## src/rtl/decode_stage_if.sv

```systemverilog
// Fetch-side, register-file, writeback and execute-side signals of decode_stage.
// The decode stage connects through the slave modport; its environment uses master.
interface decode_stage_if #(
    parameter int unsigned DEPTH            = 4,
    parameter int unsigned WORD_SIZE        = 32,
    parameter int unsigned L2_REG_FILE_SIZE = 5
);
    localparam int unsigned INSTR_SIZE      = 32;
    localparam int unsigned INSTR_CODE_SIZE = 6;
    localparam int unsigned B_IMM_SIZE      = 13;
    localparam int unsigned CNT_W           = $clog2(DEPTH + 1);

    logic                        i_flush;
    logic                        i_valid;
    logic                        o_ready;
    logic [INSTR_SIZE-1:0]       i_instruction;
    logic [WORD_SIZE-1:0]        i_instruction_address;
    logic [L2_REG_FILE_SIZE-1:0] o_read_gpr_A_sel;
    logic [WORD_SIZE-1:0]        i_read_gpr_A_data;
    logic [L2_REG_FILE_SIZE-1:0] o_read_gpr_B_sel;
    logic [WORD_SIZE-1:0]        i_read_gpr_B_data;
    logic                        i_wb_en;
    logic [L2_REG_FILE_SIZE-1:0] i_wb_addr;
    logic [WORD_SIZE-1:0]        i_wb_data;
    logic                        o_valid;
    logic                        i_out_ready;
    logic [INSTR_CODE_SIZE-1:0]  o_decoded_instruction;
    logic [WORD_SIZE-1:0]        o_instruction_address;
    logic [WORD_SIZE-1:0]        o_imm_1;
    logic [WORD_SIZE-1:0]        o_imm_2;
    logic [B_IMM_SIZE-1:0]       o_imm_3_or_dest_addr;
    logic [CNT_W-1:0]            o_count;

    modport slave (
        input  i_flush, i_valid, i_instruction, i_instruction_address,
               i_read_gpr_A_data, i_read_gpr_B_data, i_wb_en, i_wb_addr, i_wb_data,
               i_out_ready,
        output o_ready, o_read_gpr_A_sel, o_read_gpr_B_sel, o_valid,
               o_decoded_instruction, o_instruction_address, o_imm_1, o_imm_2,
               o_imm_3_or_dest_addr, o_count
    );

    modport master (
        output i_flush, i_valid, i_instruction, i_instruction_address,
               i_read_gpr_A_data, i_read_gpr_B_data, i_wb_en, i_wb_addr, i_wb_data,
               i_out_ready,
        input  o_ready, o_read_gpr_A_sel, o_read_gpr_B_sel, o_valid,
               o_decoded_instruction, o_instruction_address, o_imm_1, o_imm_2,
               o_imm_3_or_dest_addr, o_count
    );
endinterface

```

## src/rtl/decode_stage.sv

```systemverilog
// Pipelined RV32 decode stage: instruction queue, head decode, regfile read with
// writeback bypass, registered output slot. Define DECODE_STAGE_RV32M_EN to decode RV32M.
module decode_stage #(
    parameter int unsigned DEPTH            = 4,
    parameter int unsigned WORD_SIZE        = 32,
    parameter int unsigned L2_REG_FILE_SIZE = 5,
    parameter int unsigned SIGN_EXTEND      = 1
) (
    input  logic          i_clk,
    input  logic          i_reset,
    decode_stage_if.slave bus
);
    localparam int unsigned INSTR_SIZE      = 32;
    localparam int unsigned INSTR_CODE_SIZE = 6;
    localparam int unsigned B_IMM_SIZE      = 13;
    localparam int unsigned PTR_W           = $clog2(DEPTH);
    localparam int unsigned CNT_W           = $clog2(DEPTH + 1);

    typedef logic [INSTR_CODE_SIZE-1:0] code_t;
    localparam code_t INSTR_CODE_LUI   = 6'd0,  INSTR_CODE_AUIPC  = 6'd1,  INSTR_CODE_JAL    = 6'd2;
    localparam code_t INSTR_CODE_JALR  = 6'd3,  INSTR_CODE_BEQ    = 6'd4,  INSTR_CODE_BNE    = 6'd5;
    localparam code_t INSTR_CODE_BLT   = 6'd6,  INSTR_CODE_BGE    = 6'd7,  INSTR_CODE_BLTU   = 6'd8;
    localparam code_t INSTR_CODE_BGEU  = 6'd9,  INSTR_CODE_LB     = 6'd10, INSTR_CODE_LH     = 6'd11;
    localparam code_t INSTR_CODE_LW    = 6'd12, INSTR_CODE_LBU    = 6'd13, INSTR_CODE_LHU    = 6'd14;
    localparam code_t INSTR_CODE_SB    = 6'd15, INSTR_CODE_SH     = 6'd16, INSTR_CODE_SW     = 6'd17;
    localparam code_t INSTR_CODE_ADDI  = 6'd18, INSTR_CODE_SLTI   = 6'd19, INSTR_CODE_SLTIU  = 6'd20;
    localparam code_t INSTR_CODE_XORI  = 6'd21, INSTR_CODE_ORI    = 6'd22, INSTR_CODE_ANDI   = 6'd23;
    localparam code_t INSTR_CODE_SLLI  = 6'd24, INSTR_CODE_SRLI   = 6'd25, INSTR_CODE_SRAI   = 6'd26;
    localparam code_t INSTR_CODE_ADD   = 6'd27, INSTR_CODE_SUB    = 6'd28, INSTR_CODE_SLL    = 6'd29;
    localparam code_t INSTR_CODE_SLT   = 6'd30, INSTR_CODE_SLTU   = 6'd31, INSTR_CODE_XOR    = 6'd32;
    localparam code_t INSTR_CODE_SRL   = 6'd33, INSTR_CODE_SRA    = 6'd34, INSTR_CODE_OR     = 6'd35;
    localparam code_t INSTR_CODE_AND   = 6'd36, INSTR_CODE_FENCE  = 6'd37, INSTR_CODE_ECALL  = 6'd38;
    localparam code_t INSTR_CODE_EBREAK = 6'd39, INSTR_CODE_MUL   = 6'd40, INSTR_CODE_MULH   = 6'd41;
    localparam code_t INSTR_CODE_MULHSU = 6'd42, INSTR_CODE_MULHU = 6'd43, INSTR_CODE_DIV    = 6'd44;
    localparam code_t INSTR_CODE_DIVU  = 6'd45, INSTR_CODE_REM    = 6'd46, INSTR_CODE_REMU   = 6'd47;
    localparam code_t INSTR_CODE_INVALID = 6'd63;

    typedef struct packed {
        logic [INSTR_SIZE-1:0] instr;
        logic [WORD_SIZE-1:0]  addr;
    } entry_t;

    typedef enum logic [2:0] {FMT_NONE, FMT_U, FMT_J, FMT_I, FMT_SH, FMT_B, FMT_S, FMT_R} fmt_e;

    entry_t                mem_q [DEPTH];
    entry_t                mem_d [DEPTH];
    logic [PTR_W-1:0]      wr_ptr_q, wr_ptr_d, rd_ptr_q, rd_ptr_d;
    logic [CNT_W-1:0]      count_q, count_d;
    logic                  valid_q, valid_d;
    code_t                 code_q, code_d;
    logic [WORD_SIZE-1:0]  addr_q, addr_d, imm1_q, imm1_d, imm2_q, imm2_d;
    logic [B_IMM_SIZE-1:0] imm3_q, imm3_d;

    logic                  full, head_present, push, load, pop, sx, use_a, use_b;
    entry_t                head;
    logic [INSTR_SIZE-1:0] ins;
    code_t                 dec_code;
    fmt_e                  fmt;
    logic [L2_REG_FILE_SIZE-1:0] sel_a, sel_b;
    logic [WORD_SIZE-1:0]  opnd1_imm, opnd2_imm, rf_a, rf_b, opnd1, opnd2;
    logic [B_IMM_SIZE-1:0] dec_imm3;

    function automatic logic [WORD_SIZE-1:0] widen(input logic [31:0] v, input logic s);
        logic [WORD_SIZE-1:0] r;
        r       = {WORD_SIZE{s}};
        r[31:0] = v;
        return r;
    endfunction

    assign full         = (count_q == CNT_W'(DEPTH));
    assign head_present = (count_q != '0);
    assign push         = bus.i_valid && !full && !bus.i_flush;
    assign load         = head_present && (!valid_q || bus.i_out_ready);
    assign pop          = load && !bus.i_flush;
    assign head         = mem_q[rd_ptr_q];
    assign ins          = head.instr;
    assign sx           = (SIGN_EXTEND != 0) && ins[31];

    // Instruction class and internal code of the queue head.
    always_comb begin
        dec_code = INSTR_CODE_INVALID;
        fmt      = FMT_NONE;
        case (ins[6:0])
            7'b0110111: begin dec_code = INSTR_CODE_LUI;   fmt = FMT_U; end
            7'b0010111: begin dec_code = INSTR_CODE_AUIPC; fmt = FMT_U; end
            7'b1101111: begin dec_code = INSTR_CODE_JAL;   fmt = FMT_J; end
            7'b1100111: begin
                fmt = FMT_I;
                if (ins[14:12] == 3'b000) dec_code = INSTR_CODE_JALR;
            end
            7'b1100011: begin
                fmt = FMT_B;
                case (ins[14:12])
                    3'b000:  dec_code = INSTR_CODE_BEQ;
                    3'b001:  dec_code = INSTR_CODE_BNE;
                    3'b100:  dec_code = INSTR_CODE_BLT;
                    3'b101:  dec_code = INSTR_CODE_BGE;
                    3'b110:  dec_code = INSTR_CODE_BLTU;
                    3'b111:  dec_code = INSTR_CODE_BGEU;
                    default: dec_code = INSTR_CODE_INVALID;
                endcase
            end
            7'b0000011: begin
                fmt = FMT_I;
                case (ins[14:12])
                    3'b000:  dec_code = INSTR_CODE_LB;
                    3'b001:  dec_code = INSTR_CODE_LH;
                    3'b010:  dec_code = INSTR_CODE_LW;
                    3'b100:  dec_code = INSTR_CODE_LBU;
                    3'b101:  dec_code = INSTR_CODE_LHU;
                    default: dec_code = INSTR_CODE_INVALID;
                endcase
            end
            7'b0100011: begin
                fmt = FMT_S;
                case (ins[14:12])
                    3'b000:  dec_code = INSTR_CODE_SB;
                    3'b001:  dec_code = INSTR_CODE_SH;
                    3'b010:  dec_code = INSTR_CODE_SW;
                    default: dec_code = INSTR_CODE_INVALID;
                endcase
            end
            7'b0010011: begin
                fmt = FMT_I;
                case (ins[14:12])
                    3'b000:  dec_code = INSTR_CODE_ADDI;
                    3'b010:  dec_code = INSTR_CODE_SLTI;
                    3'b011:  dec_code = INSTR_CODE_SLTIU;
                    3'b100:  dec_code = INSTR_CODE_XORI;
                    3'b110:  dec_code = INSTR_CODE_ORI;
                    3'b111:  dec_code = INSTR_CODE_ANDI;
                    3'b001: begin
                        fmt = FMT_SH;
                        if (ins[31:25] == 7'b0000000) dec_code = INSTR_CODE_SLLI;
                    end
                    default: begin
                        fmt = FMT_SH;
                        if (ins[31:25] == 7'b0000000)      dec_code = INSTR_CODE_SRLI;
                        else if (ins[31:25] == 7'b0100000) dec_code = INSTR_CODE_SRAI;
                    end
                endcase
            end
            7'b0110011: begin
                fmt = FMT_R;
                case (ins[31:25])
                    7'b0000000: begin
                        case (ins[14:12])
                            3'b000:  dec_code = INSTR_CODE_ADD;
                            3'b001:  dec_code = INSTR_CODE_SLL;
                            3'b010:  dec_code = INSTR_CODE_SLT;
                            3'b011:  dec_code = INSTR_CODE_SLTU;
                            3'b100:  dec_code = INSTR_CODE_XOR;
                            3'b101:  dec_code = INSTR_CODE_SRL;
                            3'b110:  dec_code = INSTR_CODE_OR;
                            default: dec_code = INSTR_CODE_AND;
                        endcase
                    end
                    7'b0100000: begin
                        if (ins[14:12] == 3'b000)      dec_code = INSTR_CODE_SUB;
                        else if (ins[14:12] == 3'b101) dec_code = INSTR_CODE_SRA;
                    end
`ifdef DECODE_STAGE_RV32M_EN
                    7'b0000001: begin
                        case (ins[14:12])
                            3'b000:  dec_code = INSTR_CODE_MUL;
                            3'b001:  dec_code = INSTR_CODE_MULH;
                            3'b010:  dec_code = INSTR_CODE_MULHSU;
                            3'b011:  dec_code = INSTR_CODE_MULHU;
                            3'b100:  dec_code = INSTR_CODE_DIV;
                            3'b101:  dec_code = INSTR_CODE_DIVU;
                            3'b110:  dec_code = INSTR_CODE_REM;
                            default: dec_code = INSTR_CODE_REMU;
                        endcase
                    end
`endif
                    default: dec_code = INSTR_CODE_INVALID;
                endcase
            end
            7'b0001111: if (ins[14:12] == 3'b000) dec_code = INSTR_CODE_FENCE;
            7'b1110011: begin
                if (ins == 32'h0000_0073)      dec_code = INSTR_CODE_ECALL;
                else if (ins == 32'h0010_0073) dec_code = INSTR_CODE_EBREAK;
            end
            default: dec_code = INSTR_CODE_INVALID;
        endcase
        // Invalid encodings and an empty queue read no registers and carry no operands.
        if (dec_code == INSTR_CODE_INVALID || !head_present) fmt = FMT_NONE;
    end

    // Register selects, immediates and the bypassed operand values.
    always_comb begin
        use_a     = 1'b0;
        use_b     = 1'b0;
        opnd1_imm = '0;
        opnd2_imm = '0;
        dec_imm3  = '0;
        case (fmt)
            FMT_U:  begin opnd1_imm = widen({ins[31:12], 12'b0}, sx); dec_imm3 = B_IMM_SIZE'(ins[11:7]); end
            FMT_J:  begin
                opnd1_imm = widen({{11{sx}}, ins[31], ins[19:12], ins[20], ins[30:21], 1'b0}, sx);
                dec_imm3  = B_IMM_SIZE'(ins[11:7]);
            end
            FMT_I:  begin use_a = 1'b1; opnd2_imm = widen({{20{sx}}, ins[31:20]}, sx); dec_imm3 = B_IMM_SIZE'(ins[11:7]); end
            FMT_SH: begin use_a = 1'b1; opnd2_imm = widen({27'b0, ins[24:20]}, 1'b0); dec_imm3 = B_IMM_SIZE'(ins[11:7]); end
            FMT_B:  begin use_a = 1'b1; use_b = 1'b1; dec_imm3 = {ins[31], ins[7], ins[30:25], ins[11:8], 1'b0}; end
            FMT_S:  begin use_a = 1'b1; use_b = 1'b1; dec_imm3 = {sx, ins[31:25], ins[11:7]}; end
            FMT_R:  begin use_a = 1'b1; use_b = 1'b1; dec_imm3 = B_IMM_SIZE'(ins[11:7]); end
            default: ;
        endcase
        sel_a = use_a ? L2_REG_FILE_SIZE'(ins[19:15]) : '0;
        sel_b = use_b ? L2_REG_FILE_SIZE'(ins[24:20]) : '0;
        if (sel_a == '0)                          rf_a = '0;
        else if (bus.i_wb_en && bus.i_wb_addr == sel_a) rf_a = bus.i_wb_data;
        else                                      rf_a = bus.i_read_gpr_A_data;
        if (sel_b == '0)                          rf_b = '0;
        else if (bus.i_wb_en && bus.i_wb_addr == sel_b) rf_b = bus.i_wb_data;
        else                                      rf_b = bus.i_read_gpr_B_data;
        opnd1 = use_a ? rf_a : opnd1_imm;
        opnd2 = use_b ? rf_b : opnd2_imm;
    end

    // Queue and output-slot next state.
    always_comb begin
        mem_d    = mem_q;
        wr_ptr_d = wr_ptr_q;
        rd_ptr_d = rd_ptr_q;
        count_d  = count_q;
        valid_d  = valid_q;
        code_d   = code_q;
        addr_d   = addr_q;
        imm1_d   = imm1_q;
        imm2_d   = imm2_q;
        imm3_d   = imm3_q;
        if (bus.i_flush) begin
            rd_ptr_d = wr_ptr_q;
            count_d  = '0;
            valid_d  = 1'b0;
        end else begin
            if (push) begin
                mem_d[wr_ptr_q] = '{instr: bus.i_instruction, addr: bus.i_instruction_address};
                wr_ptr_d        = wr_ptr_q + PTR_W'(1);
            end
            if (pop) rd_ptr_d = rd_ptr_q + PTR_W'(1);
            count_d = count_q + CNT_W'(push) - CNT_W'(pop);
            if (load) begin
                valid_d = 1'b1;
                code_d  = dec_code;
                addr_d  = head.addr;
                imm1_d  = opnd1;
                imm2_d  = opnd2;
                imm3_d  = dec_imm3;
            end else if (bus.i_out_ready) begin
                valid_d = 1'b0;
            end
        end
    end

    always_ff @(posedge i_clk) begin
        if (i_reset) begin
            for (int i = 0; i < int'(DEPTH); i++) mem_q[i] <= '0;
            wr_ptr_q <= '0;
            rd_ptr_q <= '0;
            count_q  <= '0;
            valid_q  <= 1'b0;
            code_q   <= INSTR_CODE_INVALID;
            addr_q   <= '0;
            imm1_q   <= '0;
            imm2_q   <= '0;
            imm3_q   <= '0;
        end else begin
            mem_q    <= mem_d;
            wr_ptr_q <= wr_ptr_d;
            rd_ptr_q <= rd_ptr_d;
            count_q  <= count_d;
            valid_q  <= valid_d;
            code_q   <= code_d;
            addr_q   <= addr_d;
            imm1_q   <= imm1_d;
            imm2_q   <= imm2_d;
            imm3_q   <= imm3_d;
        end
    end

    assign bus.o_ready               = !full || bus.i_flush;
    assign bus.o_read_gpr_A_sel      = sel_a;
    assign bus.o_read_gpr_B_sel      = sel_b;
    assign bus.o_valid               = valid_q;
    assign bus.o_decoded_instruction = code_q;
    assign bus.o_instruction_address = addr_q;
    assign bus.o_imm_1               = imm1_q;
    assign bus.o_imm_2               = imm2_q;
    assign bus.o_imm_3_or_dest_addr  = imm3_q;
    assign bus.o_count               = count_q;
endmodule
```

## src/flat_wrapper.sv

```systemverilog
// flat-port wrapper written by rule: the top's interface ports become plain ports
module decode_stage_flat 
#(
    parameter int unsigned DEPTH            = 4,
    parameter int unsigned WORD_SIZE        = 32,
    parameter int unsigned L2_REG_FILE_SIZE = 5,
    parameter int unsigned SIGN_EXTEND      = 1
)
  (i_clk, i_reset, bus_i_flush, bus_i_valid, bus_i_instruction, bus_i_instruction_address, bus_i_read_gpr_A_data, bus_i_read_gpr_B_data, bus_i_wb_en, bus_i_wb_addr, bus_i_wb_data, bus_i_out_ready, bus_o_ready, bus_o_read_gpr_A_sel, bus_o_read_gpr_B_sel, bus_o_valid, bus_o_decoded_instruction, bus_o_instruction_address, bus_o_imm_1, bus_o_imm_2, bus_o_imm_3_or_dest_addr, bus_o_count);
  decode_stage_if #(.DEPTH(DEPTH), .WORD_SIZE(WORD_SIZE), .L2_REG_FILE_SIZE(L2_REG_FILE_SIZE)) bus_i ();
  input  logic i_clk;
  input  logic i_reset;
  input wire logic [$bits(bus_i.i_flush)-1:0] bus_i_flush;
  input wire logic [$bits(bus_i.i_valid)-1:0] bus_i_valid;
  input wire logic [$bits(bus_i.i_instruction)-1:0] bus_i_instruction;
  input wire logic [$bits(bus_i.i_instruction_address)-1:0] bus_i_instruction_address;
  input wire logic [$bits(bus_i.i_read_gpr_A_data)-1:0] bus_i_read_gpr_A_data;
  input wire logic [$bits(bus_i.i_read_gpr_B_data)-1:0] bus_i_read_gpr_B_data;
  input wire logic [$bits(bus_i.i_wb_en)-1:0] bus_i_wb_en;
  input wire logic [$bits(bus_i.i_wb_addr)-1:0] bus_i_wb_addr;
  input wire logic [$bits(bus_i.i_wb_data)-1:0] bus_i_wb_data;
  input wire logic [$bits(bus_i.i_out_ready)-1:0] bus_i_out_ready;
  output wire logic [$bits(bus_i.o_ready)-1:0] bus_o_ready;
  output wire logic [$bits(bus_i.o_read_gpr_A_sel)-1:0] bus_o_read_gpr_A_sel;
  output wire logic [$bits(bus_i.o_read_gpr_B_sel)-1:0] bus_o_read_gpr_B_sel;
  output wire logic [$bits(bus_i.o_valid)-1:0] bus_o_valid;
  output wire logic [$bits(bus_i.o_decoded_instruction)-1:0] bus_o_decoded_instruction;
  output wire logic [$bits(bus_i.o_instruction_address)-1:0] bus_o_instruction_address;
  output wire logic [$bits(bus_i.o_imm_1)-1:0] bus_o_imm_1;
  output wire logic [$bits(bus_i.o_imm_2)-1:0] bus_o_imm_2;
  output wire logic [$bits(bus_i.o_imm_3_or_dest_addr)-1:0] bus_o_imm_3_or_dest_addr;
  output wire logic [$bits(bus_i.o_count)-1:0] bus_o_count;
  assign bus_i.i_flush = bus_i_flush;
  assign bus_i.i_valid = bus_i_valid;
  assign bus_i.i_instruction = bus_i_instruction;
  assign bus_i.i_instruction_address = bus_i_instruction_address;
  assign bus_i.i_read_gpr_A_data = bus_i_read_gpr_A_data;
  assign bus_i.i_read_gpr_B_data = bus_i_read_gpr_B_data;
  assign bus_i.i_wb_en = bus_i_wb_en;
  assign bus_i.i_wb_addr = bus_i_wb_addr;
  assign bus_i.i_wb_data = bus_i_wb_data;
  assign bus_i.i_out_ready = bus_i_out_ready;
  assign bus_o_ready = bus_i.o_ready;
  assign bus_o_read_gpr_A_sel = bus_i.o_read_gpr_A_sel;
  assign bus_o_read_gpr_B_sel = bus_i.o_read_gpr_B_sel;
  assign bus_o_valid = bus_i.o_valid;
  assign bus_o_decoded_instruction = bus_i.o_decoded_instruction;
  assign bus_o_instruction_address = bus_i.o_instruction_address;
  assign bus_o_imm_1 = bus_i.o_imm_1;
  assign bus_o_imm_2 = bus_i.o_imm_2;
  assign bus_o_imm_3_or_dest_addr = bus_i.o_imm_3_or_dest_addr;
  assign bus_o_count = bus_i.o_count;
  decode_stage #(.DEPTH(DEPTH), .WORD_SIZE(WORD_SIZE), .L2_REG_FILE_SIZE(L2_REG_FILE_SIZE), .SIGN_EXTEND(SIGN_EXTEND)) u_core (.i_clk(i_clk), .i_reset(i_reset), .bus(bus_i));
endmodule
```

## config.mk

```make
export PLATFORM = sky130hd
export DESIGN_NAME = decode_stage_flat
export DESIGN_NICKNAME = d
export VERILOG_FILES = /design/src/rtl/decode_stage_if.sv /design/src/rtl/decode_stage.sv /design/src/flat_wrapper.sv
export SDC_FILE = /design/constraint.sdc
export NUM_CORES = 1
export LEC_CHECK = 0
export BUFFER_PORTS_ARGS = -buffer_cell sky130_fd_sc_hd__buf_2
export CORE_MARGIN = 5
export CORE_UTILIZATION = 55
export CTS_CLUSTER_DIAMETER = 120
export CTS_CLUSTER_SIZE = 16
export DETAILED_ROUTE_END_ITERATION = 10
export PLACE_DENSITY_LB_ADDON = 0.05
export RECOVER_POWER = 50
export SKIP_CTS_REPAIR_TIMING = 1
export SLEW_MARGIN = 25
export SYNTH_ARGS = -nofsm -noshare
export SYNTH_HDL_FRONTEND = slang
export SYNTH_SLANG_ARGS = --single-unit
```

## constraint.sdc

```tcl
create_clock -name i_clk -period 4.6 [get_ports i_clk]
set_clock_uncertainty 0.05 [all_clocks]
set_input_delay 0.69 -clock i_clk [delete_from_list [all_inputs] [get_ports i_clk]]
set_output_delay 0.69 -clock i_clk [all_outputs]
set_load 0.005 [all_outputs]
```

# Word level (Yosys, flattened, before mapping)
# Cells that the tools add are included.
# totals
reg_bits	379
in_bits	171
out_inout_bits	130
word_cells	131
# op_classes
add_sub_neg	4
order_cmp	3
eq_ne	32
muxes	42
bitwise_logic	3
n_reduce_logical	30
# op_table
op	n
$bwmux 256	1
$mux 32	6
$mux 64	3
$bmux 64 s2	1
$demux 64 s2	1
$pmux 32 s2	2
$pmux 6 s7	2
$pmux 6 s11	1
$pmux 13 s3	1
$mux 6	6
$pmux 6 s6	1
$eq 32x21->1 const B	1
$eq 32x7->1 const B	1
$pmux 6 s5	1
$eq 7x6->1 const B	4
$eq 7x7->1 const B	4
$eq 3x3->1 const B	9
$mux 5	5
$pmux 3 s7	1
$pmux 6 s3	1
$eq 7x5->1 const B	2
$eq 3x2->1 const B	4
$pmux 6 s2	1
$eq 5x5->1	2
27 further kinds	53

# Depth between registers and ports, before layout
# depth
ltp_word	21
depth_mapped	18
mapped_depth_nobuf	12

# Least setup slack after synthesis
# No wires, ideal clock.
# synth_timing
kind	register -> register
startpoint	register u_core.rd_ptr_q[0]
endpoint	register u_core.imm1_q[10] (netlist: u_core.bus.o_imm_1[10])
setup_ns	0.122
arrival_time_ns	3.672
required_time_ns	4.428
path_slack_ns	0.756
stages_incl_launch_ff	16
path_buffers	4
period_less_slack_ns	3.844
cell_sequence	dfxtp_1 buf_6 buf_6 mux4_2 or3b_1 a211oi_2 a21o_2 o2111ai_1 a21oi_1 nor4_2 buf_6 nor4_2 o221ai_2 or2_1 buf_6 a311o_1
# synth_between
elab_chain_len	21
word_cells_on_any_way	68
cone_classes	30 x eq/ne; 28 x mux; 1 x bitwise; 9 x reduce/logical
# synth_rtl
item	line	source
from (decl)	decode_stage.sv:47	logic [PTR_W-1:0] wr_ptr_q, wr_ptr_d, rd_ptr_q, rd_ptr_d;
from (signal assigned)	decode_stage.sv:273	rd_ptr_q <= rd_ptr_d;
$not 2->3 (not written as such) *	decode_stage.sv:75	assign head = mem_q[rd_ptr_q];
$bmux 64 s2 *	decode_stage.sv:75	
$mux 64 (not written as such) * (2 in a row)	decode_stage.sv:75	
$eq 7x6->1 or $eq 3x3->1 (tied branches)	n/a	
$mux 6 or $mux 5 (tied branches)	decode_stage.sv:139, decode_stage.sv:160	
$mux 6, on equally long branches	decode_stage.sv:138, decode_stage.sv:159	
$pmux 6 s7 or $pmux 6 s2 (tied branches)	decode_stage.sv:125, decode_stage.sv:145	
$pmux 6 s11	decode_stage.sv:83	case (ins[6:0])
[4 not listed]	n/a	
$reduce_or 5->1 (no source line)	n/a	
$mux 1	decode_stage.sv:197	case (fmt)
$mux 5	decode_stage.sv:210	sel_a = use_a ? L2_REG_FILE_SIZE'(ins[19:15]) : '0;
$eq 5x5->1	decode_stage.sv:213	else if (bus.i_wb_en && bus.i_wb_addr == sel_a) rf_a = bus.i_wb_data;
$logic_and 1x1->1	decode_stage.sv:213	
$mux 32	decode_stage.sv:213	
$mux 32	decode_stage.sv:212	if (sel_a == '0) rf_a = '0;
$mux 32 *	decode_stage.sv:218	opnd1 = use_a ? rf_a : opnd1_imm;
to (signal assigned)	decode_stage.sv:278	imm1_q <= imm1_d;
to (decl)	decode_stage.sv:51	logic [WORD_SIZE-1:0] addr_q, addr_d, imm1_q, imm1_d, imm2_q, imm2_d;
# Mark *: on every way between the ends. The rest lies on a longest branch, timed or not. The select of a mux whose other input is x is not followed.
# A chain may end at the register's enable or synchronous reset.

# Worst setup path in the final report
# layout_timing
startpoint	register u_core.rd_ptr_q[0]
endpoint	output port bus_o_read_gpr_A_sel[2]
# layout_between
elab_chain_len	16
word_cells_on_any_way	59
cone_classes	27 x eq/ne; 24 x mux; 1 x bitwise; 7 x reduce/logical
# layout_rtl
item	line	source
$not 2->3 (not written as such) *	decode_stage.sv:75	
$bmux 64 s2 *	decode_stage.sv:75	
$mux 64 (not written as such) * (2 in a row)	decode_stage.sv:75	
$eq 7x6->1 or $eq 3x3->1 (tied branches)	n/a	
$mux 6 or $mux 5 (tied branches)	decode_stage.sv:139, decode_stage.sv:160	
$mux 6, on equally long branches	decode_stage.sv:138, decode_stage.sv:159	
$pmux 6 s7 or $pmux 6 s2 (tied branches)	decode_stage.sv:125, decode_stage.sv:145	
$pmux 6 s11	decode_stage.sv:83	
$eq 6x6->1	decode_stage.sv:187	if (dec_code == INSTR_CODE_INVALID || !head_present) fmt = FMT_NONE;
$logic_or 1x1->1	decode_stage.sv:187	
$mux 3	decode_stage.sv:187	
$eq 3x2->1 or $eq 3x3->1 (tied branches)	decode_stage.sv:197	
$reduce_or 5->1 (no source line)	n/a	
$mux 1	decode_stage.sv:197	
$mux 5 *	decode_stage.sv:210	
to (decl)	flat_wrapper.sv:24	output wire logic [$bits(bus_i.o_read_gpr_A_sel)-1:0] bus_o_read_gpr_A_sel;
# Marked as above.

==> results.toml <==
[critical_path]
slowest_stage = "mux4_2"
critical-path-top-delay-family = "simple AND/OR/NAND/NOR gates"
path_depth = 9
critical_path_buf_inv_count = 2
criticalPathCategory = "flop to output pin"
critPathCapture = "bus_o_read_gpr_A_sel[2]"
reg2reg_to = "u_core.bus.o_imm_2[31]"
arrival_ps = 3780
r2r_setup_slack_ps = 290
critPathMaxStageDelay_ps = 670
reg2reg_depth = 15
r2r_start = "u_core.rd_ptr_q[0]"
crit_start = "u_core.rd_ptr_q[0]"
end_kind = "output pin"
worstPathMaxFanout = 13
critPathLaunchType = "flop"
cp_data_required_time_ps = 3860
crit_path_cell_trace = "clkbuf_16, mux4_2, nor2_4, or4b_1, o2111ai_2, a21oi_2, o41a_4, and3b_1, buf_2"

[timing]
slew_headroom_pct = -24.9
worst_pin_slew_ps = 1870
finalHoldViolations = 0
setup_ws_ps = 83.0
finalSetupViolCount = 0
fin_crit_sh_pct = 98.2
period_minus_slack_ps = 4520
rsz0062_at_grt = "yes"
slew_violations = 111
max_freq_mhz = 221
setup_tns_ps = 0

[logic_synthesis]
ys_seq_elements = 379
syn_area_sq_mm = 0.0178
ys_async_sr_fraction_pct = 0
syn_nets = 2357
synth_edf_count = 0
ys_warn_count = 0
synthFlopType = "dfxtp_1"
syn_avg_cell_area_sq_um = 8.16
synth_cell_types = 82
ys_seq_area_share_pct = 42.7
synthCells = 2179

[floorplanning]
fp.dieH_um = 190
dieArea_sq_mm = 0.0360
start_util_pct = 56.0
io_pins = 301
die_x_um = 190
core_area_sq_mm = 0.0317
num_rows = 65

[min_path]
min_delay_path_depth = 3
min_path_type = "input port to flop"

[drt]
drt_wl_total_um = 58700
antenna_left = 0
dr.first_iter.drc_count = 1493
viasPerCell = 6.00
num_vias = 17000
drc = 0
post_drt_wl_per_cell_um = 20.7
first_pass_iters = 6

[clock_network]
cts_tree = "yes"
clock_latency_ps = 580
clockBufferDepth = 3
clock_sinks = 379
cts_buffers = 27
htreeDepth = 1
cts.clk_slew.worst_paths_ps = 80
cts_root_buf = "clkbuf_16"

[layout]
drive_gt1_share_pct = 20.6
final_area_sq_mm = 0.0206
area.growth.synth_to_final_pct = 16.2
final_cells = 2832
postLayoutCoreUtil_pct = 65.1
layout.nets = 2602

[global_routing]
grt_pass1_wl_um = 90700
grt_pass1_vias = 16200
gr-total-overflow = 0
grt_max_degree = 205
antenna_found_initial = 9
grt_use_total_pct = 30.9

[placement]
dp.cells = 2772
place_ws_ps = 292
routabilityCongestion = 0.947
dpl.hpwl_um = 39700
placed_area_sq_mm = 0.0197
place.port_buffers = 300

[power]
ir_worst_vdd_uv = 323
power_density_mw_per_mm2 = 323
p_leak_nw = 7.53

[run_status]
violations = "max-capacitance violations, max-slew violations"
status = "finished, violations left"

[job]
cap_violations = 2
==> worst min-delay path by stage <==
stage	startpoint	to	slack (ps)
3_5_place_dp	u_core.mem_q[42]	u_core.mem_q[42]	390
2_1_floorplan	u_core.mem_q[100]	u_core.mem_q[100]	380
3_3_place_gp	u_core.bus.o_imm_3_or_dest_addr[0]	u_core.bus.o_imm_3_or_dest_addr[0]	390
4_1_cts	bus_i_read_gpr_B_data[17]	u_core.bus.o_imm_2[17]	280
6_report	bus_i_read_gpr_B_data[17]	u_core.bus.o_imm_2[17]	300
5_1_grt	bus_i_read_gpr_B_data[26]	u_core.bus.o_imm_2[26]	290
==> cells by family after synthesis <==
kind of cell	share of synthesized area, %
and+or+nand+nor	22.3
AOI/OAI and AO/OA	19.8
DFF	42.7
buffers and inverters	5.62
muxes	8.39
xor gates and xnor gates	0.641
adders and majority gates	0.535
==> registers in the layout, indices dropped and copies added (netlist names) <==
register	flops
u_core.bus.o_instruction_address	32
u_core.bus.o_valid	1
u_core.bus.o_imm_2	32
u_core.wr_ptr_q	2
u_core.rd_ptr_q	2
u_core.mem_q	256
u_core.bus.o_decoded_instruction	6
u_core.bus.o_count	3
u_core.bus.o_imm_3_or_dest_addr	13
u_core.bus.o_imm_1	32
==> power breakdown <==
group	leakage, nW	switching (mW)	internal (mW)	total [mW]
combinational	4.12	0.629	0.382	1.01
sequential	3.07	0.0633	3.38	3.45
clock	0.344	1.16	1.05	2.21
total	7.53	1.85	4.82	6.66
==> tightest hold or removal path: cells and delay by family <==
| kind | cells | cell delay (ps) |
|---|---|---|
| AOI/OAI and AO/OA | 1 | 50 |
| buffers and inverters | 2 | 150 |
==> cell usage in the layout (no fill, tap or decap), types with 5 or more instances in the layout <==
master | Yosys | layout
a21oi_1 | 311 | 308
a31oi_1 | 7 | 6
clkbuf_1 | 120 | 82
a221oi_2 | 20 | 20
o21a_1 | 11 | 11
o211ai_1 | 14 | 14
nand4_1 | 16 | 16
nand3_1 | 45 | 44
nand2_1 | 661 | 657
dfxtp_1 | 379 | 377
inv_1 | 58 | 57
ha_1 | 6 | 6
nor2b_1 | 7 | 6
nor2_2 | 2 | 6
buf_4 | 5 | 72
a311o_1 | 9 | 9
o2111ai_1 | 27 | 26
diode_2 | 0 | 5
and2_1 | 10 | 5
xnor2_1 | 10 | 10
a21o_1 | 17 | 17
or3_1 | 8 | 8
clkbuf_16 | 0 | 29
mux4_2 | 63 | 63
o21ai_0 | 42 | 42
buf_12 | 0 | 9
a22oi_1 | 15 | 15
nand2b_1 | 14 | 12
o211ai_2 | 20 | 20
buf_2 | 21 | 219
nor2_1 | 109 | 104
nor3_1 | 21 | 19
mux2i_1 | 5 | 5
==> cells in the mapped netlist, drive strengths merged, types with 26 or more instances <==
cell type	n	area [sq um]
a21oi	312	1570
buf	55	327
clkbuf	120	450
dfxtp	379	7590
inv	59	221
mux4	63	1420
nand2	661	2480
nand3	45	225
nor2	111	422
nor3	26	155
o2111ai	27	236
o211ai	34	355
o21ai	44	220
==> stage by stage <==
step | power (mW) | hold WS [ps]
finish | 6.66 | 300
global placement | 4.48 | 388
floorplan | 4.09 | 383
CTS | 6.65 | 281
global route | 6.92 | 291
detailed placement | 4.49 | 395
==> routing by layer <==
| metal | global-route usage (%) | wire, um | vias to the layer above |
|---|---|---|---|
| met4 | 11.6 | 2400 | 8 |
| li1 | - | - | 7985 |
| met2 | 52.3 | 28100 | 713 |
| met1 | 40.6 | 24000 | 8141 |
| met5 | 0 | 35 | - |
| met3 | 4.35 | 4210 | 134 |
==> layout make-up <==
type / count / area [sq um]
multi-input combinational: 1567 / 9370
sequential: 379 / 7590
antenna: 5 / 12.5
fill: 2814 / 11100
timing repair buffer: 390 / 2230
inverter: 59 / 223
clock inverter: 2 / 27.5
tap: 402 / 503
clock buffer: 28 / 679
Power figures use the tool's default switching activity.
